==> config.mk <==
export PLATFORM = sky130hd
export DESIGN_NAME = wash_timer
export DESIGN_NICKNAME = d
export VERILOG_FILES = /design/src/rtl/wash_pkg.sv /design/src/rtl/wash_tick_gen.sv /design/src/rtl/wash_timer.sv
export SDC_FILE = /design/constraint.sdc
export NUM_CORES = 1
export LEC_CHECK = 0
export CORE_MARGIN = 1
export CORE_UTILIZATION = 35
export CTS_BUF_LIST = sky130_fd_sc_hd__clkbuf_16
export CTS_CLUSTER_DIAMETER = 40
export CTS_CLUSTER_SIZE = 10
export DETAILED_ROUTE_END_ITERATION = 7
export DONT_BUFFER_PORTS = 1
export PLACE_DENSITY = 0.6
export SYNTH_ARGS = -nofsm -noshare
export SYNTH_HDL_FRONTEND = slang
export SYNTH_SLANG_ARGS = --single-unit
==> constraint.sdc <==
create_clock -name cp -period 2 [get_ports cp]
set_input_delay 0.3 -clock cp [delete_from_list [all_inputs] [get_ports cp]]
set_output_delay 0.3 -clock cp [all_outputs]
set_load 0.01 [all_outputs]
==> src/rtl/wash_pkg.sv <==
// Shared constants and stage-table helpers for the wash timer.
// State codes mirror the controller's 3-bit state encoding.
package wash_pkg;

   localparam logic [2:0] shutDownST = 3'd0;
   localparam logic [2:0] beginST    = 3'd1;
   localparam logic [2:0] setST      = 3'd2;
   localparam logic [2:0] runST      = 3'd3;
   localparam logic [2:0] errorST    = 3'd4;
   localparam logic [2:0] pauseST    = 3'd5;
   localparam logic [2:0] finishST   = 3'd6;
   localparam logic [2:0] sleepST    = 3'd7;

   localparam logic [3:0] STAGE_DUR [0:7] = '{4'd3, 4'd5, 4'd2, 4'd2,
                                              4'd3, 4'd5, 4'd2, 4'd2};

   localparam logic [5:0] SHOW_EMPTY = 6'd55;

   typedef struct packed {
      logic       found;
      logic [2:0] idx;
   } next_t;

   // Mask bit 7 is stage 0, so stage k lives at mask[7-k].
   function automatic logic stage_en(input logic [7:0] mask, input int k);
      return mask[3'(7 - k)];
   endfunction

   function automatic logic [2:0] first_stage(input logic [7:0] mask);
      logic [2:0] r;
      r = 3'd0;
      for (int k = 7; k >= 0; k--) begin
         if (stage_en(mask, k)) r = 3'(k);
      end
      return r;
   endfunction

   function automatic next_t next_stage(input logic [7:0] mask, input logic [2:0] cur);
      next_t r;
      r.found = 1'b0;
      r.idx   = cur;
      for (int k = 7; k >= 0; k--) begin
         if (k > int'(cur) && stage_en(mask, k)) begin
            r.found = 1'b1;
            r.idx   = 3'(k);
         end
      end
      return r;
   endfunction

   function automatic logic [4:0] total_dur(input logic [7:0] mask);
      logic [4:0] s;
      s = 5'd0;
      for (int k = 0; k < 8; k++) begin
         if (stage_en(mask, k)) s = s + 5'(STAGE_DUR[k]);
      end
      return s;
   endfunction

endpackage

==> src/rtl/wash_tick_gen.sv <==
// Prescaler producing the 1 Hz 50%-duty `second` wave and a one-cycle
// tick on the cycle the prescaler wraps.
module wash_tick_gen #(
   parameter int CLK_HZ = 1000
) (
   input  logic cp,
   input  logic reset,
   output logic second_o,
   output logic tick_o
);

   localparam int PW = (CLK_HZ > 2) ? $clog2(CLK_HZ) : 1;
   localparam logic [PW-1:0] LAST = PW'(CLK_HZ - 1);
   localparam logic [PW-1:0] HALF = PW'(CLK_HZ / 2);

   if (CLK_HZ < 2 || (CLK_HZ % 2) != 0) begin : g_bad_clk_hz
      $error("wash_tick_gen: CLK_HZ must be even and at least 2");
   end

   logic [PW-1:0] presc_q, presc_d;
   logic          second_q;

   always_comb begin
      presc_d = (presc_q == LAST) ? '0 : presc_q + PW'(1);
   end

   // second_q tracks (presc_q >= HALF) without a combinational output path.
   always_ff @(posedge cp) begin
      if (reset) begin
         presc_q  <= '0;
         second_q <= 1'b0;
      end else begin
         presc_q  <= presc_d;
         second_q <= (presc_d >= HALF);
      end
   end

   assign tick_o   = (presc_q == LAST);
   assign second_o = second_q;

endmodule

==> src/rtl/wash_timer.sv <==
// Wash stage sequencer: counts down per-stage and total seconds and drives
// the view-stage digit codes. WASH_TIMER_BLANK_EN blanks inLeft below 10 s.
//
// state | meaning
// 0,1,2,6,7 | load: point at first enabled stage, preset counters
// 3         | run: count down on each tick, advance through stages
// 4,5       | error/pause: counters and stage index frozen
module wash_timer
   import wash_pkg::*;
#(
   parameter int CLK_HZ = 1000
) (
   input  logic       cp,
   input  logic       reset,
   input  logic [2:0] state,
   input  logic [7:0] stageMask,
   output logic       second,
   output logic [2:0] shinning,
   output logic [5:0] inLeft,
   output logic [5:0] inMiddle,
   output logic [5:0] inRight,
   output logic       stageDone,
   output logic       allDone
);

   logic       tick;
   logic [2:0] shin_q;
   logic [3:0] srem_q;
   logic [4:0] trem_q;
   logic       done_q;
   logic       sdone_q, adone_q;
   logic [5:0] left_q, mid_q, right_q;
   logic [5:0] left_d, mid_d, right_d;

   logic       load_st;
   logic [2:0] first_idx;
   logic [3:0] first_dur;
   logic [4:0] sum_dur;
   next_t      nxt;

   wash_tick_gen #(.CLK_HZ(CLK_HZ)) u_tick (
      .cp       (cp),
      .reset    (reset),
      .second_o (second),
      .tick_o   (tick)
   );

   always_comb begin
      load_st   = (state == shutDownST) || (state == beginST) || (state == setST) ||
                  (state == finishST)   || (state == sleepST);
      first_idx = first_stage(stageMask);
      first_dur = (stageMask == 8'd0) ? 4'd0 : STAGE_DUR[first_idx];
      sum_dur   = total_dur(stageMask);
      nxt       = next_stage(stageMask, shin_q);
   end

   always_comb begin
      left_d  = 6'(trem_q / 5'd10);
      mid_d   = 6'(trem_q % 5'd10);
      right_d = {2'b00, srem_q};
`ifdef WASH_TIMER_BLANK_EN
      if (trem_q < 5'd10) left_d = SHOW_EMPTY;
`endif
   end

   always_ff @(posedge cp) begin
      if (reset) begin
         shin_q  <= 3'd0;
         srem_q  <= 4'd0;
         trem_q  <= 5'd0;
         done_q  <= 1'b0;
         sdone_q <= 1'b0;
         adone_q <= 1'b0;
         left_q  <= 6'd0;
         mid_q   <= 6'd0;
         right_q <= 6'd0;
      end else begin
         sdone_q <= 1'b0;
         adone_q <= 1'b0;
         left_q  <= left_d;
         mid_q   <= mid_d;
         right_q <= right_d;
         if (load_st) begin
            shin_q <= first_idx;
            srem_q <= first_dur;
            trem_q <= sum_dur;
            done_q <= 1'b0;
         end else if (state == runST && tick) begin
            if (srem_q > 4'd1) begin
               srem_q <= srem_q - 4'd1;
               trem_q <= trem_q - 5'd1;
            end else if (srem_q == 4'd1) begin
               trem_q  <= trem_q - 5'd1;
               sdone_q <= 1'b1;
               if (nxt.found) begin
                  shin_q <= nxt.idx;
                  srem_q <= STAGE_DUR[nxt.idx];
               end else begin
                  adone_q <= 1'b1;
                  srem_q  <= 4'd0;
                  done_q  <= 1'b1;
               end
            end else if (!done_q) begin
               // Empty mask: announce completion once per run.
               adone_q <= 1'b1;
               done_q  <= 1'b1;
            end
         end
      end
   end

   assign shinning  = shin_q;
   assign inLeft    = left_q;
   assign inMiddle  = mid_q;
   assign inRight   = right_q;
   assign stageDone = sdone_q;
   assign allDone   = adone_q;

endmodule

==> results of run 1 <==
## registers in the layout, summed over array words and instances, names as in the netlist
register / cells
stageDone: 1
inLeft: 2
trem_q: 5
allDone: 1
inRight: 4
u_tick.presc_q: 10
shinning: 3
done_q: 1
srem_q: 4
inMiddle: 6
u_tick.second_o: 1
## cells in the final DEF, fill, tap and decap left out, drive strengths merged, types with 4 or more instances in the layout
cell type  count
dfxtp         38
o21ai         12
conb           6
a21oi          9
a211oi         4
nand2b         7
nor2b          4
ha             7
nor2          35
nand2         17
nor4           7
and2           5
clkbuf         5
xnor2          4
nand3          9
inv           10
xor2           7
## worst paths after layout
| kind | from | endpoint | slack (ps) | depth (start not counted) |
|---|---|---|---|---|
| worst max register to register | u_tick.presc_q[0] | srem_q[1] | 140 | 6 |
| worst min register to register | done_q | done_q | 490 | 1 |
| worst max-delay path | u_tick.presc_q[0] | srem_q[1] | 140 | 6 |
| worst min-delay path | reset | srem_q[1] | 90 | 1 |
## final cells by class
cell class              count  share of cell area, %
clock buffers               5                   5.32
clock inverters             3                   2.93
inverters                  10                   1.60
multi-input cells         184                   53.3
flip-flops and latches     38                   32.4
well taps                  72                   3.83
repair buffers              2                  0.639
## metal layers
| metal | wire, µm | share of wire [%] | vias up |
|---|---|---|---|
| met1 | 2130 | 49 | 791 |
| met5 | 0 | 0 | - |
| li1 | - | - | 850 |
| met2 | 1990 | 46 | 39 |
| met3 | 163 | 3.7 | 7 |
| met4 | 77 | 1.8 | 0 |
## critical path: stages (launching register included)
cell	delay [ps]
sky130_fd_sc_hd__dfxtp_1	410
sky130_fd_sc_hd__ha_1	280
sky130_fd_sc_hd__nand4b_4	170
sky130_fd_sc_hd__nor4_4	420
sky130_fd_sc_hd__o21a_4	220
sky130_fd_sc_hd__o311a_1	180
sky130_fd_sc_hd__a221oi_2	60
## stage by stage
step | instances | setup TNS (ps) | total power, W
final | 314 | 0 | 0.00233
after global routing | 314 | -1.28 | 0.00246
after CTS | 314 | 0 | 0.00236
after detailed placement | 306 | 0 | 0.00131
after global placement | 306 | 0 | 0.00130
after floorplan | 248 | 0 | 0.00125
## logic make-up (layout without fill, tap and decap cells)
logic type / Yosys count / after routing / share of synthesized area [%]
simple gates: 103 / 103 / 27.9
compound gates: 54 / 54 / 19.7
flops: 38 / 38 / 35.9
buf+inv: 26 / 20 / 6.25
xor+xnor: 11 / 11 / 4.54
fa+ha+maj: 8 / 8 / 4.60
mux: 2 / 2 / 0.944
other cells: 1 / 6 / 0.177
## Yosys cell counts, types with 4 or more instances
master | count | area share [%]
sky130_fd_sc_hd__xor2_1 | 7 | 2.9
sky130_fd_sc_hd__nor2_1 | 35 | 6.2
sky130_fd_sc_hd__dfxtp_1 | 38 | 36
sky130_fd_sc_hd__and2_1 | 5 | 1.5
sky130_fd_sc_hd__nand2b_1 | 7 | 2.1
sky130_fd_sc_hd__nand3_1 | 8 | 1.9
sky130_fd_sc_hd__ha_1 | 7 | 4.1
sky130_fd_sc_hd__a21oi_1 | 9 | 2.1
sky130_fd_sc_hd__inv_1 | 10 | 1.8
sky130_fd_sc_hd__xnor2_1 | 4 | 1.7
sky130_fd_sc_hd__nor2b_1 | 4 | 1.2
sky130_fd_sc_hd__clkbuf_1 | 5 | 0.89
sky130_fd_sc_hd__nand2_1 | 17 | 3.0
sky130_fd_sc_hd__o21ai_0 | 11 | 2.6
sky130_fd_sc_hd__nor4_1 | 5 | 1.5
sky130_fd_sc_hd__buf_4 | 6 | 2.1
## where the power goes
| part | internal [W] | switching, W |
|---|---|---|
| clock network | 0.000717 | 0.000323 |
| registers | 0.000828 | 0.000104 |
| logic | 0.000165 | 0.000199 |
| total | 0.00171 | 0.000626 |
==> flow_summary.yaml, run 1 <==
run_status:
  run_status: "finished, final reports clean"
cts:
  cts_made_buffers: 5
  clk-insertion-delay-late_ps: 280
  path_clk_slew_ps: 60
  clock_sink_count: 38
  hold_buffer_count_at_cts: 0
  cts_tree: "done"
  postCtsResizedCells: 0
  cts.root.buffer_cell: "sky130_fd_sc_hd__clkbuf_16"
  postCtsSetupRepairBufs: 0
  cts.path.max_buffers: 2
  h-tree-depth: 2
yosys:
  syn_inst: 243
  synth_async_sr_flop_share_pct: 0
  yosysSeqAreaShare_pct: 35.9
  synth_edf_count: 0
  ys_dominant_reg_cell: "sky130_fd_sc_hd__dfxtp_1"
  synth.yosys.warnings: 0
  synthesis.area_per_instance_um2: 8.73
  synth.lib_cells_used.distinct: 61
  synthesis.area_um2: 2120
  synth-seq-cells: 38
placement:
  placed_area_um2: 2150
  dpl.hpwl_um: 3060
  io_buffers: 0
  post-place-ws_ps: 95.2
  gp_routability_congestion: 0.757
routing:
  post_drt_wl_per_cell_um: 13.9
  detailedRoute.firstIterationViolations: 90
  drt_first_pass_iters: 4
  antenna_left: 0
  detailroute.via_count: 1687
  routed_wl_um: 4360
  drcViolationCount: 0
  drt-vias-per-instance: 5.37
sta:
  timing.clock.skew_ps: 4.21
  period_minus_slack_ps: 1860
  fin_hold_ws_ps: 85.9
  finalHoldViolCount: 0
  worst_slack_ps: 136
  final_max_slew_viol_count: 0
  period_share_pct: 93.2
  finalSetupViolations: 0
  fmaxAchievable_mhz: 536
grt:
  globalRoute.totalOverflow: 0
  global_route_wire_length_before_repair_um: 7360
  grt_max_degree: 35
  antenna_found_initial: 0
  met1_use_gr_pct: 19.1
  globalRouteMet2Util_pct: 23.8
  grt_most_used_layer: "met2"
  first_global_vias: 1598
  global_route.usage.met3_pct: 3.09
  grtUsageTotal_pct: 14.9
critical_path:
  critical_path.startpoint_type: "flip-flop"
  crit_arrival_ps: 2030
  worstSetupPathType: "flip-flop to flip-flop"
  end_kind: "flip-flop"
  cp_max_fanout: 6
  critPathRequiredTime_ps: 2160
floorplan:
  initial_core_util_pct: 37.4
  fp.dieW_um: 79.8
  coreArea_um2: 5680
  overall_die_area_um2: 6370
  chipHeight_um: 79.8
  design.portCount: 37
  std_cell_rows: 27
finish:
  drive_gt1_share_pct: 10.7
  area_of_combinational_cells_with_multiple_inputs_um2: 1250
  synth_to_layout_area_growth_pct: 10.8
  final_core_utilization_pct: 41.4
  final.fill_count: 547
  area.sequential_um2: 761
  final_net_count: 261
  n_antenna_cell: 0
  stdcell_area_um2: 2350
pwr:
  power_density_nw_per_um2: 994
  ir_worst_vdd_mv: 0.527
  leakage_nw: 0.938
run:
  maxCapViolCount: 0
worst_hold_path:
  worstHoldPathType: "input pin to flip-flop"
Power figures use the tool's default switching activity.
==> run 2, diff against run 1 <==
Settings changed: CELL_PAD_IN_SITES_DETAIL_PLACEMENT set to 0, CELL_PAD_IN_SITES_GLOBAL_PLACEMENT set to 1, PLACE_DENSITY 0.6 to 0.72, SKIP_CTS_REPAIR_TIMING set to 1.
==> flow_summary.yaml, run 2 (same netlist as run 1, synthesis figures left out) <==
routing:
  detailedRoute.firstIterationViolations: 58
  met3WireLength_um: 135
  routed_wl_um: 4370
  drt_first_pass_iters: 4
  antenna_left: 0
  drcViolationCount: 0
  drt-vias-per-instance: 5.30
  post_drt_wl_per_cell_um: 13.7
  detailroute.via_count: 1685
  route.layer.met1.wl_um: 2100
  highest-signal-layer: "met4"
  met2RoutedLength_um: 2040
grt:
  globalRoute.totalOverflow: 0
  antenna_found_initial: 0
  global_route_wire_length_before_repair_um: 7300
  grtUsageTotal_pct: 14.7
  first_global_vias: 1572
  grt_max_degree: 35
cts:
  clock_sink_count: 38
  cts.path.max_buffers: 2
  cts_made_buffers: 5
  h-tree-depth: 2
  cts_tree: "done"
  cts.root.buffer_cell: "sky130_fd_sc_hd__clkbuf_16"
  clk-insertion-delay-late_ps: 280
  path_clk_slew_ps: 60
floorplan:
  chipHeight_um: 79.8
  fp.dieW_um: 79.8
  overall_die_area_um2: 6370
  design.portCount: 37
  std_cell_rows: 27
  coreArea_um2: 5680
  initial_core_util_pct: 37.4
sta:
  fin_tns_setup_ps: 0
  period_minus_slack_ps: 1870
  final_max_slew_viol_count: 0
  fmaxAchievable_mhz: 535
  finalHoldViolCount: 0
  finalSetupViolations: 0
  worst_slack_ps: 130
  grt_setup_unrepaired: "true"
  period_share_pct: 93.5
  timing.clock.skew_ps: 5.28
finish:
  drive_gt1_share_pct: 11.8
  regMostFlops: "u_tick.presc_q"
  synth_to_layout_area_growth_pct: 10.8
  final_net_count: 265
  area.sequential_um2: 761
  area_of_combinational_cells_with_multiple_inputs_um2: 1250
  final.fill_count: 580
  most_common_cell_after_layout_fill_and_taps_aside: "sky130_fd_sc_hd__dfxtp_1"
  largest_register_ff_count: 10
  mostFrequentLayoutCells: "sky130_fd_sc_hd__dfxtp_1 (38), sky130_fd_sc_hd__nor2_1 (35), sky130_fd_sc_hd__nand2_1 (17), sky130_fd_sc_hd__o21ai_0 (11), sky130_fd_sc_hd__inv_1 (10)"
  n_antenna_cell: 0
pwr:
  cellInternalPower_w: 0.00159
  ir_worst_vdd_mv: 0.403
  power_density_nw_per_um2: 941
  sw_frac_of_total_pct: 28.2
  power_frac_comb_pct: 17.2
  seq_power_share_pct: 41.7
  leakage_nw: 0.941
  clock_network_fraction_of_design_power_pct: 41.1
  p_switching_w: 0.000624
critical_path:
  critPathLaunch: "srem_q[1]"
  end_kind: "flip-flop"
  crit_arrival_ps: 2070
  critPathRequiredTime_ps: 2200
  cp_max_fanout: 6
  timing.rr.start: "srem_q[1]"
  worstSetupPathType: "flip-flop to flip-flop"
  critical_path.startpoint_type: "flip-flop"
placement:
  dpl.hpwl_um: 3100
  io_buffers: 0
  gp_routability_congestion: 0.728
  post-place-ws_ps: 130
worst_hold_path:
  worstHoldPathType: "input pin to flip-flop"
  timing.hold.worst.start: "reset"
run_status:
  run_status: "finished, final reports clean"
run:
  maxCapViolCount: 0
[run 2: layer usage]
metal / GRT usage (%) / vias to the layer above
met5: 0 / -
met4: 6.96 / 0
met2: 24.3 / 31
li1: - / 851
met3: 3.20 / 9
met1: 18.0 / 794
[run 2: path summary, 6_finish.rpt]
kind / to / slack [ps] / cells past startpoint
worst max-delay path: srem_q[1] / 130 / 8
worst min-delay path: srem_q[3] / 80 / 1
worst max register to register: srem_q[1] / 130 / 8
worst min register to register: done_q / 490 / 1
[run 2: metrics by stage]
stage	power, W	utilization [%]	std cells	hold slack [ps]	cell area (µm²)
global route	0.00234	41.4	318	76.6	2350
global placement	0.00132	38.3	309	376	2170
floorplan	0.00125	-	248	383	2140
finish	0.00221	41.4	318	84.4	2350
detailed placement	0.00132	38.3	309	377	2170
CTS	0.00223	41.3	317	80.3	2340
[run 2: final cells by class]
cell class / count / area share (%)
inverters: 10 / 1.60
flip-flops and latches: 38 / 32.4
clock buffers: 5 / 5.32
well taps: 72 / 3.83
repair buffers: 6 / 1.92
multi-input cells: 184 / 53.0
clock inverters: 3 / 1.92
[run 2: worst max-delay path: stages (launching register included)]
cell                       delay [ps]
sky130_fd_sc_hd__dfxtp_1          310
sky130_fd_sc_hd__inv_1            130
sky130_fd_sc_hd__ha_1             250
sky130_fd_sc_hd__nor4b_4          310
sky130_fd_sc_hd__nor4_4            50
sky130_fd_sc_hd__buf_4            160
sky130_fd_sc_hd__o21a_4           220
sky130_fd_sc_hd__o311a_1          130
sky130_fd_sc_hd__a221oi_2         220
[run 2: power groups by stage]
stage / Sequential, W / Combinational, W / Clock (W)
2_1_floorplan: 0.000901 / 0.000354 / 0
3_3_place_gp: 0.000937 / 0.000379 / 0
3_5_place_dp: 0.000937 / 0.000379 / 0
4_1_cts: 0.000921 / 0.000382 / 0.000927
5_1_grt: 0.000935 / 0.000431 / 0.000973
6_report: 0.000922 / 0.000381 / 0.000908
==> run 3, diff against run 2 <==
Settings changed: ABC_AREA set to 0, CTS_BUF_LIST sky130_fd_sc_hd__clkbuf_16 to sky130_fd_sc_hd__clkbuf_4.
==> flow_summary.yaml, run 3 (same netlist as run 1, synthesis figures left out) <==
critical_path:
  path_cells: "inv_1, ha_1, nor4b_4, nor4_4, buf_4, o21a_4, o311a_1, a221oi_2"
  critical_path.startpoint_type: "flip-flop"
  crit_arrival_ps: 2160
  worstReg2RegEnd: "srem_q[1]"
  worstSetupPathType: "flip-flop to flip-flop"
  critPathRequiredTime_ps: 2280
  critPathMaxStageDelay_ps: 340
  cp_max_fanout: 6
  register_to_register_setup_slack_ps: 120
  crit_slowest_cell: "sky130_fd_sc_hd__dfxtp_1"
  end_kind: "flip-flop"
  r2r.worst_path.cells: 8
  timing.rr.start: "srem_q[1]"
finish:
  area_of_combinational_cells_with_multiple_inputs_um2: 1250
  n_antenna_cell: 0
  largest_register_ff_count: 10
  regMostFlops: "u_tick.presc_q"
  stdcell_area_um2: 2290
  synth_to_layout_area_growth_pct: 8.08
  area.sequential_um2: 761
  final.fill_count: 590
  most_common_cell_after_layout_fill_and_taps_aside: "sky130_fd_sc_hd__dfxtp_1"
  final_net_count: 267
  drive_gt1_share_pct: 12.1
  mostFrequentLayoutCells: "sky130_fd_sc_hd__dfxtp_1 (38), sky130_fd_sc_hd__nor2_1 (35), sky130_fd_sc_hd__nand2_1 (17), sky130_fd_sc_hd__o21ai_0 (11), sky130_fd_sc_hd__inv_1 (10)"
  final_core_utilization_pct: 40.4
routing:
  detailedRoute.firstIterationViolations: 80
  antenna_left: 0
  detailroute.via_count: 1704
  drcViolationCount: 0
  drt_first_pass_iters: 4
  drt-vias-per-instance: 5.33
  post_drt_wl_per_cell_um: 13.8
  routed_wl_um: 4430
grt:
  antenna_found_initial: 0
  global_route_wire_length_before_repair_um: 7310
  grtUsageTotal_pct: 14.7
  first_global_vias: 1576
  globalRoute.totalOverflow: 0
  grt_max_degree: 35
placement:
  dpl.hpwl_um: 3100
  gp_routability_congestion: 0.728
  placed_area_um2: 2170
  io_buffers: 0
cts:
  clk-insertion-delay-late_ps: 350
  cts.root.buffer_cell: "sky130_fd_sc_hd__clkbuf_4"
  path_clk_slew_ps: 130
  clock_sink_count: 38
  cts_made_buffers: 5
  h-tree-depth: 2
  cts.path.max_buffers: 2
  cts_tree: "done"
sta:
  period_share_pct: 94.0
  final_max_slew_viol_count: 0
  timing.clock.skew_ps: 13.3
  finalHoldViolCount: 0
  fin_tns_setup_ps: 0
  fmaxAchievable_mhz: 532
  fin_hold_ws_ps: 57.5
  period_minus_slack_ps: 1880
  grt_setup_unrepaired: "true"
  finalSetupViolations: 0
floorplan:
  std_cell_rows: 27
  chipHeight_um: 79.8
  fp.dieW_um: 79.8
  initial_core_util_pct: 37.4
  overall_die_area_um2: 6370
  design.portCount: 37
  coreArea_um2: 5680
pwr:
  leakage_nw: 0.916
  total_power_w: 0.00186
  power_density_nw_per_um2: 813
  ir_worst_vdd_mv: 0.402
run:
  maxCapViolCount: 0
worst_hold_path:
  timing.hold.worst.start: "reset"
  worstHoldPathType: "input pin to flip-flop"
  worst_hold_path.endpoint: "u_tick.second_o"
  min_delay_path_depth: 1
run_status:
  run_status: "finished, final reports clean"
[run 3: per-layer routing]
layer  part of all wire (%)  wire length, µm  track usage (%)  vias to the layer above
met3                    3.2              140             3.89                        4
li1                       -                -                -                      856
met5                      0                0                0                        -
met4                    1.1               47             6.07                        0
met2                     48             2110             24.4                       27
met1                     48             2130             17.7                      817
[run 3: layout make-up]
| type | count | share of cell area (%) |
|---|---|---|
| well taps | 72 | 3.93 |
| clock buffers | 5 | 1.64 |
| flip-flops and latches | 38 | 33.2 |
| inverters | 10 | 1.64 |
| clock inverters | 3 | 1.97 |
| repair buffers | 8 | 3.28 |
| multi-input cells | 184 | 54.4 |
[run 3: worst max-delay path by stage]
| stage | startpoint | to | depth (start not counted) |
|---|---|---|---|
| floorplan | u_tick.presc_q[0] | srem_q[1] | 7 |
| CTS | u_tick.presc_q[0] | srem_q[1] | 6 |
| detailed placement | u_tick.presc_q[0] | srem_q[1] | 6 |
| finish | srem_q[1] | srem_q[1] | 8 |
| global route | u_tick.presc_q[0] | u_tick.second_o | 6 |
| global placement | u_tick.presc_q[0] | srem_q[1] | 6 |
[run 3: stage by stage]
stage,setup WS (ps),cells
2_1_floorplan,228,248
3_3_place_gp,201,309
3_5_place_dp,130,309
4_1_cts,115,317
5_1_grt,-8.52,320
6_report,119,320
[run 3: critical path, delay by kind of cell, from the launching register on]
kind | cells | cell delay (ps)
fa+ha+maj | 1 | 250
compound gates | 3 | 570
simple gates | 2 | 360
buf+inv | 2 | 290
flops | 1 | 340
[run 3: power breakdown]
part           internal [W]  switching, W  total, W
clock network      0.000262      0.000284  0.000547
registers          0.000827     0.0000942  0.000921
logic              0.000177      0.000219  0.000396
total               0.00127      0.000597   0.00186
